### config.mk
export PLATFORM = sky130hd
export DESIGN_NAME = note_recorder
export DESIGN_NICKNAME = d
export VERILOG_FILES = /design/src/rtl/note_recorder.sv
export SDC_FILE = /design/constraint.sdc
export NUM_CORES = 1
export LEC_CHECK = 0
export ABC_AREA = 1
export BUFFER_PORTS_ARGS = -buffer_cell sky130_fd_sc_hd__buf_2
export CAP_MARGIN = 20
export CORE_ASPECT_RATIO = 0.9
export CORE_MARGIN = 1.5
export CORE_UTILIZATION = 56
export DETAILED_ROUTE_END_ITERATION = 8
export PLACE_DENSITY = 0.82
export SLEW_MARGIN = 0
export SYNTH_ARGS = -nofsm -noshare
export SYNTH_HDL_FRONTEND = slang
export SYNTH_SLANG_ARGS = --single-unit
### constraint.sdc
create_clock -name CLOCK_50 -period 4 [get_ports CLOCK_50]
set_input_delay 0.4 -clock CLOCK_50 [delete_from_list [all_inputs] [get_ports CLOCK_50]]
set_output_delay 0.4 -clock CLOCK_50 [all_outputs]
set_load 0.005 [all_outputs]
### src/rtl/note_recorder.sv
`default_nettype none
// ============================================================================
// Module      : note_recorder
// Description : Measures the dominant tone's half-period from live microphone
//               samples (hysteresis zero-crossing detector plus saturating
//               period counter) and, once per beat, writes that measurement
//               into the note RAM in the tone player's delay-counter format.
// Revision    : 1.0 - initial release
// ============================================================================
module note_recorder #(
    parameter int ADDR_W      = 10,
    parameter int DATA_W      = 18,
    parameter int BEAT_CYCLES = 3125000,
    parameter int MAX_ADDR    = 729,
    parameter int THRESH      = 1000000
) (
    input  logic                CLOCK_50,
    input  logic                reset,
    input  logic                start,
    input  logic                audio_in_available,
    input  logic signed [31:0]  audio_in_sample,
    output logic                read_audio_in,
    output logic [ADDR_W-1:0]   ram_address,
    output logic [DATA_W-1:0]   ram_data,
    output logic                ram_wren,
    output logic                busy,
    output logic                done,
    output logic [ADDR_W-1:0]   cur_address
);

    // Beat counter only needs to reach BEAT_CYCLES-1.
    localparam int BEAT_W = (BEAT_CYCLES > 1) ? $clog2(BEAT_CYCLES) : 1;

    localparam logic [DATA_W-1:0]  c_per_max    = '1;
    localparam logic [DATA_W-1:0]  c_per_near   = c_per_max - 1'b1;
    localparam logic [BEAT_W-1:0]  c_beat_last  = BEAT_W'(BEAT_CYCLES - 1);
    localparam logic [ADDR_W-1:0]  c_addr_last  = ADDR_W'(MAX_ADDR);
    localparam logic signed [31:0] c_thresh_pos = 32'(THRESH);
    localparam logic signed [31:0] c_thresh_neg = 32'(-THRESH);

    typedef enum logic [1:0] {
        ST_IDLE   = 2'd0,
        ST_RECORD = 2'd1,
        ST_DONE   = 2'd2
    } state_t;

    state_t              state_q, state_d;
    logic                pos_q, pos_d;
    logic [DATA_W-1:0]   per_q, per_d;
    logic [DATA_W-1:0]   last_half_q, last_half_d;
    logic [BEAT_W-1:0]   beat_q, beat_d;
    logic [ADDR_W-1:0]   addr_q, addr_d;
    logic [ADDR_W-1:0]   ram_address_q, ram_address_d;
    logic [DATA_W-1:0]   ram_data_q, ram_data_d;
    logic                ram_wren_q, ram_wren_d;
    logic                crossing;

    // Every available sample is popped, regardless of state or reset.
    assign read_audio_in = audio_in_available;

    assign ram_address = ram_address_q;
    assign ram_data    = ram_data_q;
    assign ram_wren    = ram_wren_q;
    assign busy        = (state_q == ST_RECORD);
    assign done        = (state_q == ST_DONE);
    assign cur_address = addr_q;

    // Zero-crossing detector: polarity flips only when a sample clears the
    // hysteresis band on the opposite side.
    always_comb begin
        pos_d    = pos_q;
        crossing = 1'b0;
        if (audio_in_available) begin
            if (!pos_q && (audio_in_sample > c_thresh_pos)) begin
                pos_d    = 1'b1;
                crossing = 1'b1;
            end else if (pos_q && (audio_in_sample < c_thresh_neg)) begin
                pos_d    = 1'b0;
                crossing = 1'b1;
            end
        end
    end

    // Period counter: a crossing latches the elapsed count (t1-t0-1, the
    // player's delay value) and restarts; reaching saturation means silence.
    always_comb begin
        per_d       = per_q;
        last_half_d = last_half_q;
        if (crossing) begin
            per_d       = '0;
            last_half_d = per_q;
        end else if (per_q != c_per_max) begin
            per_d = per_q + 1'b1;
            if (per_q == c_per_near) begin
                last_half_d = '0;
            end
        end
    end

    // Recording FSM: one RAM write per beat, addresses 0..MAX_ADDR.
    // The written word is last_half before this edge, so a crossing that
    // lands on the beat boundary only affects the following beat.
    always_comb begin
        state_d       = state_q;
        addr_d        = addr_q;
        beat_d        = beat_q;
        ram_address_d = ram_address_q;
        ram_data_d    = ram_data_q;
        ram_wren_d    = 1'b0;
        case (state_q)
            ST_IDLE, ST_DONE: begin
                if (start) begin
                    state_d = ST_RECORD;
                    addr_d  = '0;
                    beat_d  = '0;
                end
            end
            ST_RECORD: begin
                if (beat_q == c_beat_last) begin
                    ram_wren_d    = 1'b1;
                    ram_address_d = addr_q;
                    ram_data_d    = last_half_q;
                    beat_d        = '0;
                    if (addr_q == c_addr_last) begin
                        state_d = ST_DONE;
                    end else begin
                        addr_d = addr_q + 1'b1;
                    end
                end else begin
                    beat_d = beat_q + 1'b1;
                end
            end
            default: begin
                state_d = ST_IDLE;
            end
        endcase
    end

    // State and datapath registers.
    always_ff @(posedge CLOCK_50) begin
        if (reset) begin
            state_q       <= ST_IDLE;
            pos_q         <= 1'b0;
            per_q         <= '0;
            last_half_q   <= '0;
            beat_q        <= '0;
            addr_q        <= '0;
            ram_address_q <= '0;
            ram_data_q    <= '0;
            ram_wren_q    <= 1'b0;
        end else begin
            state_q       <= state_d;
            pos_q         <= pos_d;
            per_q         <= per_d;
            last_half_q   <= last_half_d;
            beat_q        <= beat_d;
            addr_q        <= addr_d;
            ram_address_q <= ram_address_d;
            ram_data_q    <= ram_data_d;
            ram_wren_q    <= ram_wren_d;
        end
    end

endmodule
`default_nettype wire

---- Word level (Yosys, flattened, before mapping) ----
Cells that the tools add are included.
operators by class
  bitwise gates (word level) .............. 1
  magnitude comparators ................... 2
  equality and inequality tests ........... 10
  muxes and demuxes ....................... 20
  add/sub/neg operators ................... 3
  reductions and logical operators ........ 17
operators with widths
  cell                   number
  $mux 18                3
  $mux 22                2
  $pmux 22 s2            1
  $gt 32x21->1 const B   1
  $lt 32x21->1 const B   1
  $mux 10                3
  $add 22x1->22 const B  1
  $eq 22x22->1 const B   1
  $pmux 10 s2            1
  $add 18x1->18 const B  1
  $eq 18x18->1 const B   1
  $ne 18x18->1 const B   1
  $add 10x1->10 const B  1
  $eq 10x10->1 const B   1
  $reduce_and 2->1       4
  $reduce_bool 2->1      4
  $mux 1                 6
  $mux 2                 3
  $reduce_or 2->1        3
  $ne 2x1->1 const B     2
  $ne 2x2->1 const B     2
  $pmux 2 s2             1
  $reduce_and 4->1       1
  $reduce_and 3->1       1
  6 further kinds        7
storage, ports and cells
  logic and storage cells ................. 62
  bits of input ports ..................... 36
  output and inout bits ................... 42
  flip-flop bits (word level) ............. 100

---- Longest topological paths before layout ----
  depth in word-level cells ............... 7
  gate-level depth with buffers ........... 16
  mapped depth without buffers ............ 15

---- Worst setup path before layout ----
No wires, ideal clock.
  path kind ............................... in2reg
  start ................................... input audio_in_sample[12]
  end ..................................... register last_half_q[2]
  slack ................................... 2328 ps
  data required time ...................... 3856 ps
  stages on the path ...................... 14
  arrival ................................. 1528 ps
  setup time .............................. 144 ps
  path buffers ............................ 2
  cell sequence ........................... nor2_1 nand2_1 nor2_1 nand2_1 nand2_1 nand2_1 nand2_1 nand3_2 nand2_4 nand2_2 buf_6 buf_8 nand3_2 a21oi_1
on the way
  cells in the longest elaborated chain, start to end .. 7
  elaborated cells between the ends (all ways) .. 11
  classes of those cells .................. order compare: 2; mux: 4; reduce/logical: 5
RTL lines
  element                      line  text
  start: declaration           21    input logic signed [31:0] audio_in_sample,
  $lt 32x21->1                 77    end else if (pos_q && (audio_in_sample < c_thresh_neg)) begin
  $logic_and 1x1->1            77
  $mux 1                       77
  $mux 1 *                     74    if (!pos_q && (audio_in_sample > c_thresh_pos)) begin
  $mux 1 *                     73    if (audio_in_available) begin
  $reduce_bool 2->1 (no line)  --
  $reduce_and 2->1 (no line)   --
  end signal: assignment       155   last_half_q <= last_half_d;
  end: declaration             50    logic [DATA_W-1:0] last_half_q, last_half_d;
Every way passes the cells marked *; elsewhere a longest branch is shown, timed or not.
A chain may end at the register's enable or synchronous reset.

==> impl_summary.md <==
Power
The power density over the cells is 325.7 nW/um^2. The fraction of power consumed by sequential logic is 0.566. The switching share of power is 0.2771. The leakage power of the design is slightly above 2 nW.

The share of total power dissipated in combinational logic is 0.087. The internal power is 1.296 mW. VDD sags by at most approximately 0.18 mV.

The portion of total power attributed to the clock network is 0.347. Summing internal, switching and leakage power gives around 1.8 mW. For this design the total switching power over the nets is about 0.5 mW.

Yosys
After technology mapping, the gate count stands at 671. The post-synthesis cell type count is 40. The post-synthesis net count is slightly above 700. The Yosys warning count is 0. The post-synthesis cell area is about 4900 um^2. The number of synthesized register bits is 100. The sequential area share after synthesis is 0.4085. The mean area per synthesized cell is about 7.3 um^2.

CTS
The post-cts resize count is 0. Hold repair after CTS inserted 0 buffers. The number of CTS-inserted buffers is 9. The count of buffers added by post-CTS timing repair for setup is 0. The clock net in this run drives a total of 100 sinks. After clock tree synthesis, the clock-pin slew on the worst setup and hold paths is 110 ps. The clock latency on the worst-skew pair is roughly 380 ps. The TritonCTS clock tree is built. In this run the deepest clock path goes through 2 buffers. The depth of the CTS H-tree is 3. The buffer cell driving the clock tree root is sky130_fd_sc_hd__clkbuf_8.

Drt
After detailed routing, the number of vias per cell comes to roughly 5.4. The average routed wire per standard cell is 12.24 um. In this run the remaining antenna-violating nets after routing total 0. The wire length reported by the detailed router is between 10 and 15 mm.

The detailed router finished its first iteration with around 210 violations. The number of remaining DRC errors is 0. The length of the first detailed-routing pass in iterations is 6. Across all layers, the routed design uses ~4600 vias.

Hold path
The startpoint of the tightest hold check path is start. The min-delay analysis places its worst path in the category primary input to flop.

Floorplanning
For this configuration, the core starts out at a cell density of 0.5747. The floorplan die width is just over 100 um. The initialized floorplan defines 32 standard-cell rows. The floorplan step defined a die boundary enclosing between 9000 and 10000 um^2. The count of pins on the block boundary is between 70 and 80. The placeable core area is ~8500 um^2. The floorplan step set the die height to ~92 um.

STA
The final critical path time including I/O delays and setup is ~2300 ps. The number of endpoints failing setup at the final stage is 0. The number of failing hold endpoints at the final stage is 0. Setup repair after global routing left no endpoint under its margin. The max-slew violation count came to 0. The highest clock rate is between 400 and 500 MHz. The post-route clock period utilization is 0.5647. The worst slew slack as a fraction of its limit is 0.3495. Clock skew on the completed layout was measured at ~13 ps.

After routing, the total negative slack on setup checks comes to 0 ps. The actual slew at the worst max-slew pin is 974.7 ps.

Layout
The finished cells cover between 5000 and 6000 um^2. The diode insertion count for antenna repair is 0. The layout overhead on the synthesized area is 12.31%.

Of the cells placed in the final design, the portion with a size suffix greater than 1 is 0.1984. The filler cell count is approximately 770. In the final design database the tool counted ~780 nets.

Setup path
STA classifies the critical path startpoint as a primary input. The buffer and inverter count on the worst path is 2. STA classifies the critical path endpoint as a flop. The cell type of the slowest stage on the worst timing path is sky130_fd_sc_hd__inv_1. The startpoint of the worst-slack reg-to-reg timing path is beat_q[0]$_SDFFE_PP0P_. The worst-path maximum fanout is 35.

Data arrives at the worst endpoint at 2580 ps. The delay of the slowest cell on the worst path is approximately 830 ps. The critical path data required time is ~4300 ps.

The family with the most delay on the worst path is buffers and inverters. The critical path starts at reset. Traced cell by cell, the critical path runs through buf_2 > inv_1 > nand3_1 > a21oi_1 > o21a_1. The critical path is of the primary input to flop type.

Global routing
Entering global routing, the biggest net connects around 60 pins. The initial antenna violation count was 0. The total overflow left after global routing is 0. The via count of the first global-routing pass was around 4200. For this run, the total global-route usage over all layers was measured as 0.2373. The global-route wire length before repair is roughly 18 mm.

Place
The global placer's final weighted congestion is about 0.90. The placed instances occupy a cell area of roughly 5300 um^2. During placement, the flow inserted port buffers numbering 77. The post-DP HPWL is 7.497 mm.

Flow run
The number of max-capacitance violations reported is 0.

Status
The flow ran to the end, and the final reports show no timing, DRC or antenna violations.
cell families (layout without fill, tap and decap cells):
family	after synthesis	in the layout	synth area share
AO/OA/AOI/OAI	136	136	0.1534
XOR/XNOR	19	19	0.03395
adder cells (fa/ha/maj)	5	5	0.01276
buffers and inverters	108	178	0.09191
flip-flops	100	100	0.4085
AND/OR/NAND/NOR	303	303	0.2995
area by class of cell:
class	count	area, um^2	area share
clock buffers	9	123.9	0.02251
clock inverters	7	67.56	0.01228
repair buffers	78	392.9	0.07138
well taps	119	148.9	0.02705
multi-input cells	463	2454	0.4458
flip-flops and latches	100	2002	0.3637
inverters	84	315.3	0.05729
registers in the layout, summed over array words and instances, names as in the netlist:
register / flops
beat_q: 22
last_half_q: 18
per_q: 18
ram_data: 18
cur_address: 10
ram_address: 10
state_q: 2
pos_q: 1
ram_wren: 1
metal layers:
metal | vias up | wire length [um] | part of all wire | GRT usage
met5 | - | 0 | 0 | 0
li1 | 2344 | - | - | -
met4 | 0 | 127 | 0.012 | 0.07176
met2 | 142 | 5173 | 0.49 | 0.4128
met3 | 17 | 555 | 0.053 | 0.04649
met1 | 2109 | 4668 | 0.44 | 0.2939
synthesized netlist by cell type:
cell type | instances | share of area
sky130_fd_sc_hd__buf_6 | 3 | 0.0069
sky130_fd_sc_hd__nand2_2 | 5 | 0.0064
sky130_fd_sc_hd__inv_1 | 73 | 0.056
sky130_fd_sc_hd__nor4_2 | 1 | 0.0026
sky130_fd_sc_hd__nand4_1 | 12 | 0.015
sky130_fd_sc_hd__nand3_2 | 13 | 0.027
sky130_fd_sc_hd__dfxtp_1 | 100 | 0.41
sky130_fd_sc_hd__nand2_4 | 3 | 0.0069
sky130_fd_sc_hd__clkinv_1 | 2 | 0.0015
sky130_fd_sc_hd__xor2_1 | 14 | 0.025
sky130_fd_sc_hd__ha_1 | 5 | 0.013
sky130_fd_sc_hd__a211oi_1 | 7 | 0.011
sky130_fd_sc_hd__nor3b_1 | 1 | 0.0015
sky130_fd_sc_hd__or2_1 | 3 | 0.0038
sky130_fd_sc_hd__nor3_1 | 24 | 0.025
sky130_fd_sc_hd__o21ai_0 | 18 | 0.018
sky130_fd_sc_hd__xnor2_1 | 5 | 0.0089
sky130_fd_sc_hd__and3_1 | 1 | 0.0013
sky130_fd_sc_hd__o21bai_1 | 1 | 0.0015
sky130_fd_sc_hd__o21a_1 | 1 | 0.0015
sky130_fd_sc_hd__clkbuf_1 | 11 | 0.0084
sky130_fd_sc_hd__nor4b_2 | 1 | 0.0031
sky130_fd_sc_hd__nor3_2 | 3 | 0.0061
sky130_fd_sc_hd__a21oi_1 | 72 | 0.074
sky130_fd_sc_hd__nor4_1 | 4 | 0.0051
sky130_fd_sc_hd__nor2_4 | 3 | 0.0069
sky130_fd_sc_hd__buf_1 | 2 | 0.0015
sky130_fd_sc_hd__buf_2 | 6 | 0.0061
sky130_fd_sc_hd__nor2_1 | 70 | 0.054
sky130_fd_sc_hd__o21ai_1 | 22 | 0.022
sky130_fd_sc_hd__nand3_1 | 49 | 0.050
sky130_fd_sc_hd__buf_8 | 1 | 0.0031
sky130_fd_sc_hd__nor2_2 | 1 | 0.0013
sky130_fd_sc_hd__or2_2 | 2 | 0.0026
sky130_fd_sc_hd__nand2_1 | 107 | 0.082
sky130_fd_sc_hd__inv_2 | 9 | 0.0069
sky130_fd_sc_hd__a31oi_1 | 3 | 0.0038
sky130_fd_sc_hd__a221oi_1 | 1 | 0.0018
sky130_fd_sc_hd__a21oi_2 | 11 | 0.020
sky130_fd_sc_hd__buf_4 | 1 | 0.0015
final timing paths:
| path | end | slack [ps] | cells after the start |
|---|---|---|---|
| worst max-delay path | beat_q[13]$_SDFFE_PP0P_ | 1740 | 5 |
| worst min-delay path | state_q[0]$_SDFFE_PP0P_ | 360 | 3 |
| worst max register to register | cur_address[7]$_SDFFE_PP0P_ | 1940 | 10 |
| worst min register to register | ram_address[8]$_SDFFE_PP0P_ | 450 | 2 |
layout by cell type (no fill, tap or decap), types with 4 or more instances in the layout:
master / Yosys / routed
sky130_fd_sc_hd__inv_1: 73 / 73
sky130_fd_sc_hd__ha_1: 5 / 5
sky130_fd_sc_hd__nand3_1: 49 / 48
sky130_fd_sc_hd__nand4_1: 12 / 12
sky130_fd_sc_hd__nor2_1: 70 / 70
sky130_fd_sc_hd__clkbuf_8: 0 / 9
sky130_fd_sc_hd__a21oi_2: 11 / 11
sky130_fd_sc_hd__inv_2: 9 / 9
sky130_fd_sc_hd__a21oi_1: 72 / 72
sky130_fd_sc_hd__a211oi_1: 7 / 7
sky130_fd_sc_hd__nor4_1: 4 / 4
sky130_fd_sc_hd__o21ai_1: 22 / 22
sky130_fd_sc_hd__nand2_1: 107 / 107
sky130_fd_sc_hd__xnor2_1: 5 / 5
sky130_fd_sc_hd__xor2_1: 14 / 14
sky130_fd_sc_hd__nand3_2: 13 / 14
sky130_fd_sc_hd__dfxtp_1: 100 / 100
sky130_fd_sc_hd__buf_2: 6 / 77
sky130_fd_sc_hd__nor3_1: 24 / 24
sky130_fd_sc_hd__o21ai_0: 18 / 18
sky130_fd_sc_hd__nand2_2: 5 / 5
power groups by stage:
stage          sequential (mW)  clock (mW)  combinational [mW]
2_1_floorplan             1.04           0               0.115
3_3_place_gp              1.04           0               0.149
3_5_place_dp              1.04           0               0.154
4_1_cts                   1.01       0.636               0.155
5_1_grt                   1.02       0.676               0.174
6_report                  1.01       0.623               0.155
through the flow:
step,cells,setup slack [ps],hold WS (ps),utilization
global placement,844,1487,429.2,0.6229
finish,860,1741,359.7,0.6454
floorplan,671,2328,440.3,-
CTS,860,1771,358.3,0.6454
global route,860,1430,372.6,0.6454
detailed placement,844,1368,436.8,0.6229
tightest hold or removal path: stages:
cell                       delay [ps]
sky130_fd_sc_hd__buf_2            110
sky130_fd_sc_hd__nor2_1           120
sky130_fd_sc_hd__a211oi_1          60
Power figures use the tool's default switching activity.
